==> config.mk <==
export PLATFORM = sky130hd
export DESIGN_NAME = spi_flash_engine
export DESIGN_NICKNAME = d
export VERILOG_FILES = /design/src/rtl/spi_flash_engine.sv
export SDC_FILE = /design/constraint.sdc
export NUM_CORES = 1
export LEC_CHECK = 0
export BUFFER_PORTS_ARGS = -buffer_cell sky130_fd_sc_hd__buf_2
export CORE_UTILIZATION = 35
export DETAILED_ROUTE_END_ITERATION = 8
export GPL_TIMING_DRIVEN = 1
export MAX_ROUTING_LAYER = met4
export PLACE_DENSITY = 0.63
export SKIP_LAST_GASP = 1
export SLEW_MARGIN = 40
export SYNTH_ARGS = -nofsm -noshare
export SYNTH_HDL_FRONTEND = slang
export SYNTH_SLANG_ARGS = --single-unit
export TNS_END_PERCENT = 1
==> constraint.sdc <==
create_clock -name clock -period 6.1 [get_ports clock]
set_input_delay 0.915 -clock clock [delete_from_list [all_inputs] [get_ports clock]]
set_output_delay 0.915 -clock clock [all_outputs]
set_load 0.005 [all_outputs]
==> src/rtl/spi_flash_engine.sv <==
// Single-lane SPI mode-0 flash transaction engine: write words, optional dummy words, then read words.
// One bus word costs 1 load tick + 2*DSIZE shift ticks; wr_vld gaps and rd_ready backpressure stall SCLK with CS held low.
`timescale 1ns/1ps
module spi_flash_engine #(
  parameter int DSIZE       = 8,
  parameter int CSIZE       = 3,
  parameter int DUMMY_BYTES = 1
) (
  input  logic             clock,
  input  logic             clk_en,
  input  logic             rst,
  input  logic             request,
  input  logic [CSIZE-1:0] req_cmd,
  input  logic [23:0]      req_len,
  input  logic [23:0]      req_wr_len,
  output logic             busy,
  output logic             finish,
  input  logic             wr_vld,
  input  logic [DSIZE-1:0] wr_data,
  output logic             wr_ready,
  input  logic             wr_last,
  input  logic             rd_ready,
  output logic             rd_vld,
  output logic [DSIZE-1:0] rd_data,
  output logic             rd_last,
  output logic             spi_cs_n,
  output logic             spi_sclk,
  output logic             spi_mosi,
  input  logic             spi_miso
);

  localparam int BW  = $clog2(2 * DSIZE);
  localparam int DMW = (DUMMY_BYTES < 1) ? 1 : $clog2(DUMMY_BYTES + 1);
  localparam logic [BW-1:0]  BIT_LAST  = BW'(2 * DSIZE - 1);
  localparam logic [DMW-1:0] DUMMY_CNT = DMW'(DUMMY_BYTES);

  typedef enum logic [2:0] {
    IDLE,
    SETUP,
    LOAD,
    SHIFT,
    PUSH,
    HOLD,
    DONE
  } state_t;

  state_t           state;
  logic [23:0]      wr_rem;
  logic [23:0]      rd_rem;
  logic [DMW-1:0]   dm_rem;
  logic [BW-1:0]    bit_cnt;
  logic [DSIZE-1:0] shreg;
  logic             cur_rd;

  logic [23:0] wr_min;
  logic        more_words;
  logic        unused_inputs;

  assign wr_min        = (req_wr_len < req_len) ? req_wr_len : req_len;
  assign more_words    = (wr_rem != '0) || (dm_rem != '0) || (rd_rem != '0);
  assign unused_inputs = ^{wr_last, req_cmd[CSIZE-1:1]};

  always_ff @(posedge clock) begin
    if (rst) begin
      state    <= IDLE;
      busy     <= 1'b0;
      finish   <= 1'b0;
      wr_ready <= 1'b0;
      rd_vld   <= 1'b0;
      rd_data  <= '0;
      rd_last  <= 1'b0;
      spi_cs_n <= 1'b1;
      spi_sclk <= 1'b0;
      spi_mosi <= 1'b0;
      wr_rem   <= '0;
      rd_rem   <= '0;
      dm_rem   <= '0;
      bit_cnt  <= '0;
      shreg    <= '0;
      cur_rd   <= 1'b0;
    end else if (clk_en) begin
      case (state)
        IDLE: begin
          finish <= 1'b0;
          if (request) begin
            busy   <= 1'b1;
            wr_rem <= wr_min;
            rd_rem <= req_len - wr_min;
            dm_rem <= req_cmd[0] ? DUMMY_CNT : '0;
            state  <= (req_len == '0) ? DONE : SETUP;
          end
        end
        SETUP: begin
          spi_cs_n <= 1'b0;
          wr_ready <= (wr_rem != '0);
          state    <= LOAD;
        end
        LOAD: begin
          if (wr_rem != '0) begin
            if (wr_vld && wr_ready) begin
              shreg    <= wr_data;
              spi_mosi <= wr_data[DSIZE-1];
              wr_ready <= 1'b0;
              wr_rem   <= wr_rem - 24'd1;
              cur_rd   <= 1'b0;
              bit_cnt  <= '0;
              state    <= SHIFT;
            end
          end else begin
            // dummy and read words drive MOSI low for the whole word
            shreg    <= '0;
            spi_mosi <= 1'b0;
            bit_cnt  <= '0;
            state    <= SHIFT;
            if (dm_rem != '0) begin
              dm_rem <= dm_rem - DMW'(1);
              cur_rd <= 1'b0;
            end else begin
              rd_rem <= rd_rem - 24'd1;
              cur_rd <= 1'b1;
            end
          end
        end
        SHIFT: begin
          bit_cnt <= bit_cnt + BW'(1);
          if (!bit_cnt[0]) begin
            spi_sclk <= 1'b1;
            shreg    <= {shreg[DSIZE-2:0], spi_miso};
          end else begin
            spi_sclk <= 1'b0;
            if (bit_cnt != BIT_LAST) begin
              spi_mosi <= shreg[DSIZE-1];
            end else if (cur_rd) begin
              rd_vld  <= 1'b1;
              rd_data <= shreg;
              rd_last <= (rd_rem == '0);
              state   <= PUSH;
            end else if (more_words) begin
              wr_ready <= (wr_rem != '0);
              state    <= LOAD;
            end else begin
              state <= HOLD;
            end
          end
        end
        PUSH: begin
          if (rd_ready) begin
            rd_vld  <= 1'b0;
            rd_last <= 1'b0;
            state   <= (rd_rem != '0) ? LOAD : HOLD;
          end
        end
        HOLD: begin
          spi_cs_n <= 1'b1;
          state    <= DONE;
        end
        DONE: begin
          busy   <= 1'b0;
          finish <= 1'b1;
          state  <= IDLE;
        end
        default: state <= IDLE;
      endcase
    end
  end

endmodule
==> results.md <==
- Drt pass-1 iters: 5
- Commonest non-fill, non-tap cells in the layout: nand2_1 (123), a21oi_1 (121), nor2_1 (101)
- Worst Hold End: rd_data[7]
- WL final: 20.97 mm
- Synth warn: 0
- Crit path kind: in -> reg
- Total die area: 19,940 um^2
- Area Overhead vs Synth: 14.96%
- DR vias/cell: 5.643
- 1st-iter DRT viols: 540
- Clk slew on worst S/H paths: 70 ps
- Crit path max fanout: 4
- Seq cells post-synth: 81
- Mapped Cells: 982
- Setup Fix Bufs, Post-CTS: 0
- Largest area contributor in the netlist: dfxtp_1
- Leak: 3.042 nW
- Synth Flop Type: dfxtp_1
- Mean Syn Cell Area: 6.906 um^2
- Clock power frac: 0.333
- FF/Latch Area: 1622 um^2
- Die span in x: 141.2 um
- Tmin final: 5299 ps
- Worst-margin pin slew: 822.9 ps
- Diodes inserted: 0
- Placed cell area: 7453 um^2
- Net Count, Synth: 1,086
- GP Congestion: 0.9219
- Pwr dens: 239.7 nW/um^2
- Antenna Violating Nets Remaining: 0
- Total congestion overflow: 0
- I/O pin total: 83
- Fmax: 0.1887 GHz
- Final-report max-slew violation count: 0
- Net switching power: 0.6971 mW
- Final setup viols: 0
- Share of layout cells above drive strength 1: 0.1284
- Hold Path Class: reg -> reg
- WP data required: 6350 ps
- Max-Cap Viols: 0
- Arrival time of the worst setup path: 5550 ps
- Post-Syn Area: 6782 um^2
- FILL cells: 1,971
- # DRC: 0
- Max Clock Skew: 7.238 ps
- Number of synthesized flops with an enable pin: 0
- Number of global-route vias before repair: 6,911
- Maximum VDD drop: 0.0001532 V
- Net Sw Frac: 0.3730
- Status: complete, no violations
- Final hold vios: 0
- Port Buffer Count: 79
- RR Endpoint: rd_rem[23]
- Standard-cell row count: 50
- Non-Filler Instances: 1,304
- All-Layer GR Usage: 0.2259
- Critical Path Start Type: input pin
- Final Hold Slack: 446.8 ps
- Clock buffer count from CTS: 9
- First-pass GRT wire length: 34.89 mm
- Headroom to the max-slew limit: 0.4463
- Clock Tree Buf Depth: 2
- Distinct cells, synth: 73
- Post-layout nets: 1,143
- Total negative slack: 0 ps
- Wire per inst: 16.08 um
- CP Capture Type: flop
- Sequential cell area fraction in the yosys report: 0.2391
- Combinational share of power: 0.345
- Period utilization: 0.8686
- Seq pwr share: 0.322
- Flop-to-flop setup slack: 2730 ps
- Worst R2R Path Depth: 9
- # hold bufs at CTS: 0
- Starting Density: 0.3601
- Die Ht: 141.2 um
- Area of the multi-input gates: 4847 um^2
- Most common cell after layout, fill and taps aside: nand2_1
- Via count: 7,358
- Min-Delay Startpoint: rd_data[7]
- CORE AREA: 18,830 um^2
- CTS Root Cell: clkbuf_16
- FFs w/ async S/R, synth: 0
- Fin area: 7796 um^2
- Initial antenna violation count: 0
- Internal: 1.172 mW
- Post-cts resize count: 0
- Worst R2R Start: wr_rem[2]
- Clock sink count: 81
- CTS tree: done
- Hold-critical path depth: 2
- Unrepaired setup endpoints after global routing: false
- H-tree depth: 3
- Top cell type's share of synthesized area: 0.2391
- Synth area leaders: dfxtp_1 (24%), a21oi_1 (8.9%), nand2_1 (6.9%)
- Worst skew pair latency: 360 ps
- DP Wirelength: 15.66 mm
- DP Cell Count: 1,287
- Largest net degree at the start of global routing: 67
-- cells in the mapped netlist, types with 5 or more instances --
cell type	count
a31oi_1	14
nand2_1	125
a21oi_1	121
nand4_1	10
or3_1	14
nor4_1	19
nor2_1	105
inv_1	42
clkbuf_1	46
a22oi_1	17
maj3_1	6
nor2b_1	14
dfxtp_1	81
nand3_1	26
a32oi_1	8
o22ai_1	7
and2_1	5
nor3_1	43
a211o_1	5
xor2_1	12
o211ai_1	18
a21o_1	10
o21ai_0	69
xnor2_1	13
ha_1	36
a211oi_1	21
nand2b_1	15
-- critical path, cell delays in order --
cell       delay [ps]
buf_2             110
inv_1              60
ha_1              290
nand4_1           170
or4_1             690
nand2b_1          240
and2_0            240
a21oi_1           170
a21oi_1            80
ha_1              350
a21oi_1           250
a21oi_1           120
o311ai_0          330
buf_4             190
a211oi_1           80
or3_1             350
o2111ai_1         280
a31oi_1           140
xnor2_1           170
o41ai_1           330
-- per-stage QoR --
step	util	power (mW)	worst slack, ps
2_1_floorplan	-	1.055	312.6
3_3_place_gp	0.3952	1.240	489.6
5_1_grt	0.4140	1.987	345.3
4_1_cts	0.4134	1.880	802.3
6_report	0.4140	1.869	801.4
3_5_place_dp	0.3958	1.246	447.8
-- sequential cells by signal, summed over array words and instances, names as in the netlist --
register / count
rd_last: 1
wr_rem: 24
spi_cs_n: 1
shreg: 8
dm_rem: 1
spi_mosi: 1
rd_data: 8
rd_rem: 24
busy: 1
rd_vld: 1
spi_sclk: 1
bit_cnt: 4
cur_rd: 1
finish: 1
wr_ready: 1
state: 3
-- how the worst max path moves through the flow --
stage                      startpoint          to
final                     req_len[23]  rd_rem[23]
after floorplan           req_len[23]  rd_rem[20]
after global routing      req_len[23]  rd_rem[20]
after CTS                 req_len[23]  rd_rem[23]
after global placement    req_len[23]  rd_rem[20]
after detailed placement  req_len[23]  rd_rem[23]
-- area by class of cell --
class / count / area share
Clock buffer: 9 / 0.02889
Multi-Input combinational cell: 810 / 0.6217
Sequential cell: 81 / 0.2080
Inverter: 42 / 0.02022
Tap cell: 260 / 0.04173
Clock inverter: 7 / 0.01364
Timing Repair Buffer: 95 / 0.06580
-- power by group through the flow --
stage	combinational (mW)	sequential, mW	clock [mW]
6_report	0.645	0.602	0.622
5_1_grt	0.720	0.609	0.659
4_1_cts	0.637	0.601	0.643
3_5_place_dp	0.633	0.613	0
3_3_place_gp	0.628	0.612	0
2_1_floorplan	0.453	0.601	0
-- kinds of logic (layout without fill, tap and decap cells) --
kind of cell	after synthesis	in the layout	share of synthesized area
muxes	2	2	0.002952
and+or+nand+nor	405	405	0.2884
buffers and inverters	91	153	0.05055
DFF	81	81	0.2391
adders and majority gates	43	43	0.07823
AOI/OAI and AO/OA	335	335	0.3085
xor gates and xnor gates	25	25	0.03229
-- metal layers --
metal  wire [um]  track usage
met1        9881       0.2920
met2        9401       0.3523
met3        1147      0.03635
met4         541      0.08581
met5           0            -
No activity file was read; power rests on OpenSTA's default activity.
